===== config.mk =====
export PLATFORM = sky130hd
export DESIGN_NAME = axi_lite_cfg_master
export DESIGN_NICKNAME = d
export VERILOG_FILES = /design/src/rtl/axi_lite_cfg_master.sv
export SDC_FILE = /design/constraint.sdc
export NUM_CORES = 1
export LEC_CHECK = 0
export BUFFER_PORTS_ARGS = -buffer_cell sky130_fd_sc_hd__buf_4
export CAP_MARGIN = 20
export CORE_MARGIN = 2
export CORE_UTILIZATION = 25
export CTS_CLUSTER_SIZE = 12
export DETAILED_ROUTE_END_ITERATION = 10
export PLACE_DENSITY = 0.55
export SYNTH_ARGS = -nofsm -noshare
export SYNTH_HDL_FRONTEND = slang
export SYNTH_SLANG_ARGS = --single-unit

===== constraint.sdc =====
create_clock -name clk -period 2.25 [get_ports clk]
set_input_delay 0 -clock clk [delete_from_list [all_inputs] [get_ports clk]]
set_output_delay 0 -clock clk [all_outputs]
set_load 0.05 [all_outputs]

===== src/rtl/axi_lite_cfg_master.sv =====
// axi_lite_cfg_master: turns single register read/write commands into
// AXI-Lite transactions, one at a time, with a per-transaction wait limit.
//
// state   | meaning
// IDLE    | cmd_ready high, waiting for a command
// WR_REQ  | driving AW and W until both have handshaken
// WR_RESP | m_bready high, waiting for m_bvalid
// RD_REQ  | driving AR until m_arready
// RD_DATA | m_rready high, waiting for m_rvalid
// RESP    | holding rsp_* until rsp_ready
module axi_lite_cfg_master #(
  parameter int unsigned TIMEOUT_CYCLES = 256
) (
  input  logic        clk,
  input  logic        rstn,
  input  logic        cmd_valid,
  output logic        cmd_ready,
  input  logic        cmd_write,
  input  logic [31:0] cmd_addr,
  input  logic [31:0] cmd_wdata,
  output logic        rsp_valid,
  input  logic        rsp_ready,
  output logic [31:0] rsp_rdata,
  output logic        rsp_err,
  output logic        m_awvalid,
  output logic [31:0] m_awaddr,
  input  logic        m_awready,
  output logic        m_wvalid,
  output logic [31:0] m_wdata,
  input  logic        m_wready,
  input  logic        m_bvalid,
  output logic        m_bready,
  output logic        m_arvalid,
  output logic [31:0] m_araddr,
  input  logic        m_arready,
  input  logic        m_rvalid,
  input  logic [31:0] m_rdata,
  output logic        m_rready
);

  typedef enum logic [2:0] {IDLE, WR_REQ, WR_RESP, RD_REQ, RD_DATA, RESP} state_t;

  // Last wait-count value tolerated before the transaction is abandoned.
  localparam logic [15:0] WAIT_LAST = 16'(TIMEOUT_CYCLES - 1);

  state_t      state;
  logic [15:0] wait_cnt;
  logic        cmd_fire;
  logic        aw_fire;
  logic        w_fire;
  logic        aw_done;
  logic        w_done;
  logic        timeout;

  assign cmd_fire = cmd_valid & cmd_ready;
  assign aw_fire  = m_awvalid & m_awready;
  assign w_fire   = m_wvalid & m_wready;
  // A channel whose valid has already dropped finished in an earlier cycle.
  assign aw_done  = aw_fire | ~m_awvalid;
  assign w_done   = w_fire | ~m_wvalid;
  // >= so a late completion that pushed the count past the limit still times out next cycle.
  assign timeout  = (wait_cnt >= WAIT_LAST);

  // Transaction sequencer; every output is a register updated here.
  always_ff @(posedge clk or negedge rstn) begin
    if (!rstn) begin
      state     <= IDLE;
      wait_cnt  <= '0;
      cmd_ready <= 1'b0;
      rsp_valid <= 1'b0;
      rsp_rdata <= '0;
      rsp_err   <= 1'b0;
      m_awvalid <= 1'b0;
      m_awaddr  <= '0;
      m_wvalid  <= 1'b0;
      m_wdata   <= '0;
      m_bready  <= 1'b0;
      m_arvalid <= 1'b0;
      m_araddr  <= '0;
      m_rready  <= 1'b0;
    end else begin
      if (state inside {WR_REQ, WR_RESP, RD_REQ, RD_DATA}) begin
        wait_cnt <= wait_cnt + 16'd1;
      end
      case (state)
        IDLE: begin
          cmd_ready <= 1'b1;
          if (cmd_fire) begin
            cmd_ready <= 1'b0;
            wait_cnt  <= '0;
            if (cmd_write) begin
              m_awvalid <= 1'b1;
              m_wvalid  <= 1'b1;
              m_awaddr  <= cmd_addr;
              m_wdata   <= cmd_wdata;
              state     <= WR_REQ;
            end else begin
              m_arvalid <= 1'b1;
              m_araddr  <= cmd_addr;
              state     <= RD_REQ;
            end
          end
        end
        WR_REQ: begin
          if (aw_fire) m_awvalid <= 1'b0;
          if (w_fire)  m_wvalid  <= 1'b0;
          if (aw_done && w_done) begin
            m_bready <= 1'b1;
            state    <= WR_RESP;
          end else if (timeout) begin
            m_awvalid <= 1'b0;
            m_wvalid  <= 1'b0;
            rsp_valid <= 1'b1;
            rsp_err   <= 1'b1;
            rsp_rdata <= '0;
            state     <= RESP;
          end
        end
        WR_RESP: begin
          if (m_bvalid || timeout) begin
            m_bready  <= 1'b0;
            rsp_valid <= 1'b1;
            rsp_err   <= ~m_bvalid;
            rsp_rdata <= '0;
            state     <= RESP;
          end
        end
        RD_REQ: begin
          if (m_arready) begin
            m_arvalid <= 1'b0;
            m_rready  <= 1'b1;
            state     <= RD_DATA;
          end else if (timeout) begin
            m_arvalid <= 1'b0;
            rsp_valid <= 1'b1;
            rsp_err   <= 1'b1;
            rsp_rdata <= '0;
            state     <= RESP;
          end
        end
        RD_DATA: begin
          if (m_rvalid || timeout) begin
            m_rready  <= 1'b0;
            rsp_valid <= 1'b1;
            rsp_err   <= ~m_rvalid;
            rsp_rdata <= m_rvalid ? m_rdata : 32'd0;
            state     <= RESP;
          end
        end
        RESP: begin
          if (rsp_ready) begin
            rsp_valid <= 1'b0;
            cmd_ready <= 1'b1;
            state     <= IDLE;
          end
        end
        default: state <= IDLE;
      endcase
    end
  end

endmodule


==> metrics.txt <==
main flop type after synthesis dfrtp_1; CTS root buf clkbuf_16; pre-CTS WS 11.39 ps; Vias 5010; final setup fails 0; Die Wd 162.4 µm; Async SR Flop Fraction 1.000; Power per Cell Area 1649 nW/µm²; Routed Antenna Nets 0; kind of critical path flip-flop to flip-flop; dpl hpwl 12.27 mm; Core Area 24460 µm²; clock slew at reported path FFs 60 ps; CP Capture Type flip-flop; mapped cell area 6276 µm²; first-pass GRT wire length 28.05 mm; DR WL/cell 16.19 µm; Die Ht 162.4 µm; worst-margin pin slew 742.9 ps; Peak VDD IR 0.9259 mV; Final min period 2058 ps; CTS tree built; Pre-Repair DR Iteration Count 4; DR iter-0 viols 209; final slew viol count 0; H-tree depth 4; synth unique cells 52; CTS sink cnt 155; WL final 18.48 mm; maxcap violations 0; largest net degree at the start of global routing 76; fmax 485.9 MHz; final RePlAce weighted congestion 0.7761; nets@finish 911; Cells after Synth 443; ANT cells 0; CTS Buffer Depth 2; layout cell share with drive strength beyond 1 0.4908; die area 26390 µm²; vias in the first global route 5300; initial antenna violation count 0; CP max stage cell dlygate4sd3_1; register area share after synthesis 0.6180; Hold Path Class input pin to flip-flop; status finished clean; RSZ-0062 raised after global routing no; Syn Nets 550; Final Skew 10.68 ps; # port buffers 241; WHS 70.04 ps; TNS Setup 0 ps; final period utilization 0.9147; Yosys warnings 0; io pins 242; Slew headroom 0.5047; final setup margin 191.9 ps; drt drc 0; Site Rows 57; Avg Cell Area, Syn 14.17 µm²; number of synthesized register bits 155; startpoint type of the worst setup path flip-flop; critical path data arrival time 2410 ps; vias per inst 4.391; Util after Layout 0.4158; Initial Utilization 0.2566; worst skew pair latency 420 ps; Area growth, synth to finish 62.08%; CP Cell Sequence ha_1 -> nand2_1 -> nor3_1 -> buf_4 -> or3_1 -> a21oi_1 -> dlygate4sd3_1; total power 16780 µW; grt ovf 0; final hold vios 0; LEAKAGE 0.004782 µW; CP max stage delay 560 ps; post-CTS setup buffers 0; Worst Path Required 2600 ps; Post-synth EDFFs 0; Inserted Clock Buffers 17; crit-path max FO 5; all-layer global routing usage 0.1350
## per-stage QoR
stage | cell area, µm² | cells
floorplan | 6276 | 443
global placement | 8537 | 1005
detailed placement | 8537 | 1005
CTS | 10140 | 1140
global route | 10170 | 1141
finish | 10170 | 1141
## kinds of logic after synthesis
kind of cell | Yosys count | share of synthesized area
mux | 98 | 0.1756
buf+inv | 27 | 0.03110
fa+ha+maj | 1 | 0.001993
xor+xnor | 15 | 0.02093
simple gates | 80 | 0.06539
flops | 155 | 0.6180
compound gates | 67 | 0.08693
## cell usage in the layout, fill, tap and decap left out, types with 3 or more instances in the layout
cell type      count
inv_6              4
xnor2_1            4
o21ai_0            3
nand4_1            3
nand2_1           13
xor2_1            11
nor2_1            29
clkinv_4           4
a21oi_1            7
dfrtp_1          154
mux2_2            95
a22o_1            33
nor2b_1            4
nand3_1            7
and2_1             3
buf_12             5
clkbuf_16         17
nor3_1             3
nand2b_1           3
dlygate4sd3_1    103
buf_4            257
## worst max-delay path: cells and delay by family (launching register included)
family / cells / cell delay (ps)
AND/OR/NAND/NOR: 3 / 530
AO/OA/AOI/OAI: 1 / 150
buffers and inverters: 2 / 710
adder cells (fa/ha/maj): 1 / 210
flip-flops: 1 / 400
## Yosys cell counts (6+ instances only)
cell | number | area share
a22o_1 | 33 | 0.046
buf_4 | 6 | 0.0072
buf_6 | 9 | 0.016
a21oi_1 | 8 | 0.0064
mux2_2 | 95 | 0.17
xor2_1 | 11 | 0.015
clkbuf_1 | 6 | 0.0036
nand3_1 | 7 | 0.0056
nand2_1 | 13 | 0.0078
dfrtp_1 | 155 | 0.62
nor2_1 | 29 | 0.017
## layer usage
layer	GRT usage	share of wire
met5	0	0
met2	0.2315	0.49
met1	0.1576	0.41
met3	0.05246	0.093
met4	0.03701	0.0096
## registers in the layout, indices dropped and copies added, names as in the netlist, 3 cells and up
register / count
m_araddr: 32
m_wdata: 32
rsp_rdata: 32
m_awaddr: 32
state: 3
wait_cnt: 16
## worst paths after layout
check	startpoint	endpoint	slack, ps	cells past startpoint
setup / recovery	wait_cnt[0]	m_rready	190	7
setup reg to reg	wait_cnt[0]	m_rready	190	7
hold reg to reg	m_araddr[5]	m_araddr[5]	490	1
hold / removal	cmd_write	state[1]	70	4
min in group asynchronous	rstn	m_wvalid	170	2
max in group asynchronous	rstn	state[2]	1420	3
## repair_timing
item / 4_1_cts / 5_1_grt
endpoints found under the hold margin: 205 / 0
setup endpoints to repair: 0 / 32
hold buffers: 103 / 0
gates resized for setup: 0 / 5
## where the power goes
part | switching, µW | total (µW) | internal [µW]
registers | 762 | 4830 | 4070
clock network | 1230 | 2810 | 1580
logic | 6010 | 9140 | 3130
## layout make-up
class                   count  area (µm²)
clock buffers              19       442.9
inverters                   2       7.507
repair buffers            366        3072
clock inverters            13       131.4
well taps                 324       405.4
multi-input cells         262        2233
fillers                  2298       14290
flip-flops and latches    155        3880
(Power assumes the default switching activity.)
